<file path="config.mk">
export PLATFORM = sky130hd
export DESIGN_NAME = seq_det_ctrl
export DESIGN_NICKNAME = d
export VERILOG_FILES = /design/src/rtl/seq_det_ctrl.sv
export SDC_FILE = /design/constraint.sdc
export NUM_CORES = 1
export LEC_CHECK = 0
export ABC_AREA = 1
export ABC_CLOCK_PERIOD_IN_PS = 1700
export CORE_AREA = 8 8 77 79
export DETAILED_ROUTE_END_ITERATION = 8
export DIE_AREA = 0 0 85 87
export HOLD_SLACK_MARGIN = 0.02
export PLACE_DENSITY = 0.87
export SLEW_MARGIN = 20
export SYNTH_ARGS = -nofsm -noshare
export SYNTH_HDL_FRONTEND = slang
export SYNTH_SLANG_ARGS = --single-unit
</file>
<file path="constraint.sdc">
create_clock -name clk -period 1.7 [get_ports clk]
set_input_delay 0.17 -clock clk [delete_from_list [all_inputs] [get_ports clk]]
set_output_delay 0.17 -clock clk [all_outputs]
set_load 0.01 [all_outputs]
</file>
<file path="src/rtl/seq_det_ctrl.sv">
// seq_det_ctrl: run controller wrapped around a shared 3-consecutive-ones
// Mealy detector. It owns the detector's reset and input gate. It opens a
// window of win_len RUN cycles and counts detector hits. The run ends on
// reaching target (success) or on window expiry (timeout). The result is
// then reported with a one-cycle done pulse.
//
// Optional feature: define DET_CTRL_ABORT_EN to add an abort input. abort
// ends a run from ARM or RUN with success=0 and timeout=0. The hit count is
// frozen at its value, and a hit in the abort cycle still counts.
//
// Ports:
//   clk, reset          rising-edge clock, synchronous active-high reset
//   start               one-cycle run request, honoured only in IDLE
//   win_len, target     window length / hit target, captured at start
//   d_in                raw serial stream from the source
//   abort               (DET_CTRL_ABORT_EN only) terminate current run
//   det_reset           detector reset (controller reset or ARM)
//   det_d_in            gated stream to detector (d_in only in RUN)
//   det_d_out           detector hit output (combinational Mealy)
//   busy                high in ARM and RUN
//   done                one-cycle completion pulse
//   success, timeout    run outcome, held until next start
//   hit_cnt             hits in current/last run, held until next start
module seq_det_ctrl #(
  parameter int CNT_W = 8,
  parameter int WIN_W = 16
) (
  input  logic             clk,
  input  logic             reset,
  input  logic             start,
  input  logic [WIN_W-1:0] win_len,
  input  logic [CNT_W-1:0] target,
  input  logic             d_in,
`ifdef DET_CTRL_ABORT_EN
  input  logic             abort,
`endif
  output logic             det_reset,
  output logic             det_d_in,
  input  logic             det_d_out,
  output logic             busy,
  output logic             done,
  output logic             success,
  output logic             timeout,
  output logic [CNT_W-1:0] hit_cnt
);

  typedef enum logic [1:0] {S_IDLE, S_ARM, S_RUN, S_DONE} state_t;

  state_t           state, state_nxt;
  logic [WIN_W-1:0] win_cnt;
  logic [CNT_W-1:0] tgt;
  logic             abort_w;
  logic             hit;
  logic             reach;
  logic             last;
  logic [CNT_W:0]   hit_inc;

`ifdef DET_CTRL_ABORT_EN
  assign abort_w = abort;
`else
  assign abort_w = 1'b0;
`endif

  // Hits only count while the window is open.
  assign hit     = (state == S_RUN) && det_d_out;
  // The comparison uses one extra bit, so a saturated counter can never
  // alias onto a small target.
  assign hit_inc = {1'b0, hit_cnt} + (CNT_W+1)'(1);
  assign reach   = hit && (hit_inc == {1'b0, tgt});
  assign last    = (win_cnt == WIN_W'(1));

  // State register
  always_ff @(posedge clk) begin
    if (reset) state <= S_IDLE;
    else       state <= state_nxt;
  end

  // Next-state logic
  always_comb begin
    state_nxt = state;
    case (state)
      S_IDLE: if (start) state_nxt = S_ARM;
      S_ARM: begin
        if (abort_w || (tgt == '0) || (win_cnt == '0)) state_nxt = S_DONE;
        else                                            state_nxt = S_RUN;
      end
      S_RUN:  if (abort_w || reach || last) state_nxt = S_DONE;
      S_DONE: state_nxt = S_IDLE;
      default: state_nxt = S_IDLE;
    endcase
  end

  // Outputs decoded from state
  always_comb begin
    busy      = (state == S_ARM) || (state == S_RUN);
    done      = (state == S_DONE);
    // The detector clears during ARM, so history from an earlier run
    // cannot produce a hit in this run.
    det_reset = reset || (state == S_ARM);
    det_d_in  = (state == S_RUN) && d_in;
  end

  // Run datapath: window/target capture, hit counting, outcome flags
  always_ff @(posedge clk) begin
    if (reset) begin
      win_cnt <= '0;
      tgt     <= '0;
      hit_cnt <= '0;
      success <= 1'b0;
      timeout <= 1'b0;
    end else begin
      case (state)
        S_IDLE: begin
          if (start) begin
            win_cnt <= win_len;
            tgt     <= target;
            hit_cnt <= '0;
            success <= 1'b0;
            timeout <= 1'b0;
          end
        end
        S_ARM: begin
          if (!abort_w) begin
            if (tgt == '0)          success <= 1'b1;
            else if (win_cnt == '0) timeout <= 1'b1;
          end
        end
        S_RUN: begin
          if (hit && (hit_cnt != '1)) hit_cnt <= hit_inc[CNT_W-1:0];
          win_cnt <= win_cnt - WIN_W'(1);
          // A hit on the last window cycle reports success, not timeout.
          if (!abort_w) begin
            if (reach)     success <= 1'b1;
            else if (last) timeout <= 1'b1;
          end
        end
        default: ;
      endcase
    end
  end

endmodule

</file>
==> out/metrics.csv <==
metric,value,unit
Fmax,587,MHz
gpl congestion,0.900,
antenna diode count,0,
Max Root-Sink Buffers,2,
post-route cell area,3260,µm²
register area,732,µm²
CP Max Fanout,3,
die footprint,7400,µm²
Pins Over Slew Limit,0,
GRT Overall Usage,0.183,
drt first pass iters,5,
total core area,4850,µm²
clk root buf,clkbuf_8,
Synth Register Bits,36,
Skew-Pair Late Insertion Delay,0.30,ns
Post-synth EDFFs,0,
Slew HR,0.777,
count of cell types in the netlist,36,
number of setup violations in the final report,2,
vias per cell,5.55,
multi-input logic area,1590,µm²
RSZ-0062 raised after global routing,yes,
H-tree depth,2,
Worst setup SP type,flip-flop,
Die X,85,µm
fin crit share,1.00,
WL per Instance,15.2,µm
Post-Route Utilization,0.672,
Starting Density,0.484,
min-delay worst type,in -> reg,
"most common cell after layout, fill and taps aside",nand2_1,
crit path capture,state[1],
Chip Height,87,µm
fraction of registers with async set/reset,0,
FF-to-FF Start,hit_cnt[0],
GR Util met1,0.200,
initial DRC count,154,
Max Cap Viol,0,
Top Ports,43,
Worst EP arrival,1.88,ns
"wirelength, routed",7220,µm
FF-to-FF path depth,12,
Post-Layout Cell Count,475,
Rows,26,
TritonCTS clock tree,done,
leak pwr,1.37,nW
share of cells above drive strength 1,0.260,
vias in the first global route,2529,
grt ovf,0,
Nets,456,
Least-Margin Pin Slew,0.334,ns
Antenna Nets Post-Route,0,
global-route wire length before repair,11100,µm
hold buffer count at CTS,0,
RR Endpoint,state[1],
Mapped Area,2350,µm²
CTS buffer count,5,
CP Data Required Time,1.87,ns
most common flop cell mapped by yosys,dfxtp_1,
vias,2638,
gr busiest metal,met2,
largest net degree at the start of global routing,28,
synth warn,0,
P&R area growth vs syn,38.8,%
VDD IR-drop max,0.996,mV
CP endpoint kind,flip-flop,
GR Util met3,0.0443,
Final Skew,0.00475,ns
outcome,"finished, violations left",
placed cells,464,
DRC,0,
met2 Usage GRT,0.332,
"commonest non-fill, non-tap cells in the layout","nand2_1 (59), clkdlybuf4s50_1 (38), inv_1 (33), a21oi_1 (33), dfxtp_1 (29)",
Worst Setup SP,hit_cnt[0],
syn_area_per_cell,6.65,µm²
placed cell area,2970,µm²
Final Worst Setup Slack,-0.00475,ns
worst reg-to-reg setup slack,-0.005,ns
failing checks,negative setup slack,
syn_nets,390,
# port buffers,42,
critical path class,reg -> reg,
"Seq/Total Area, Yosys",0.307,
Layout fillers,387,
power per cell area,1800,nW/µm²
initial antenna violation count,0,
CTS sink cnt,36,
clock slew at reported path FFs,0.07,ns
Detailed Place HPWL,5020,µm
fin crit period,1.70,ns
final hold viol count,0,
Synth Instances,353,
-- worst max-delay path: stages (launching register included) --
cell     delay, ns
dfxtp_1       0.39
buf_4         0.16
nand3_1       0.15
nand2_2       0.14
nand2_1       0.06
nand2_1       0.09
nand3_2       0.09
nor2_2        0.09
nand3_2       0.11
nand2_2       0.11
nand2_2       0.07
nand2_1       0.07
a21oi_2       0.05
-- synth_stat cells (2+ instances only) --
library cell	instances	area, µm²
a211oi_1	7	52.6
a21oi_1	34	170
a21oi_2	2	17.5
a31oi_1	5	31.3
buf_2	3	15.0
clkbuf_1	6	22.5
dfxtp_1	36	721
ha_1	8	100
inv_1	36	135
inv_2	3	11.3
nand2_1	70	263
nand2_2	6	37.5
nand3_1	33	165
nand3_2	5	50.1
nand4_1	4	25.0
nor2_1	36	135
nor2_2	4	25.0
nor2_4	4	45.0
nor3_2	2	20.0
nor4_1	3	18.8
o211ai_1	2	15.0
o21ai_0	26	130
o31ai_1	3	22.5
or2_2	2	12.5
xor2_1	2	17.5
-- layout make-up --
| type | instances | area share |
|---|---|---|
| multi-input cells | 267 | 0.489 |
| flip-flops and latches | 36 | 0.225 |
| repair buffers | 70 | 0.194 |
| inverters | 39 | 0.0465 |
| clock buffers | 6 | 0.0223 |
| well taps | 56 | 0.0215 |
| clock inverters | 1 | 0.00154 |
-- sequential cells by signal, summed over array words and instances, names as in the netlist --
signal   cells
tgt          8
timeout      1
success      1
win_cnt     16
state        2
hit_cnt      8
-- per-layer routing --
layer | wire length, µm | up-vias
met3 | 406 | 20
met5 | 0 | -
met1 | 2940 | 1198
met2 | 3690 | 109
met4 | 179 | 0
li1 | - | 1311
-- per-stage QoR --
step	TNS [ns]	setup WS, ns	hold WS [ns]	power (mW)
2_1_floorplan	0	0.0830	0.322	3.63
5_1_grt	-0.748	-0.140	0.464	6.32
6_report	-0.00691	-0.00475	0.447	5.87
3_3_place_gp	0	0.0409	0.454	4.74
4_1_cts	0	0.00120	0.452	5.45
3_5_place_dp	0	0.00934	0.466	4.83
-- how the worst min path moves through the flow --
stage / from / end / slack [ns] / cells after the start
2_1_floorplan: target[0] / tgt[0] / 0.32 / 2
6_report: target[0] / tgt[0] / 0.45 / 3
3_3_place_gp: win_cnt[3] / win_cnt[3] / 0.45 / 2
4_1_cts: target[0] / tgt[0] / 0.45 / 3
5_1_grt: target[0] / tgt[0] / 0.46 / 3
3_5_place_dp: win_cnt[3] / win_cnt[3] / 0.47 / 2
-- where the power goes --
part | switching, mW | total (mW) | internal (mW)
clock | 0.310 | 0.589 | 0.279
sequential | 0.301 | 1.44 | 1.14
combinational | 2.22 | 3.84 | 1.63
-- kinds of logic after synthesis --
logic type / Yosys count / synth area share
adders and majority gates: 8 / 0.0426
and+or+nand+nor: 171 / 0.345
DFF: 36 / 0.307
xor gates and xnor gates: 3 / 0.0112
buffers and inverters: 50 / 0.0848
AOI/OAI and AO/OA: 85 / 0.209
-- what timing repair did --
item,in CTS,in global routing
endpoints found under the setup margin,7,25
pin swaps,0,17
gates resized for setup,12,53
setup buffers,0,4
Note: power is estimated with default switching activity, not from simulation.
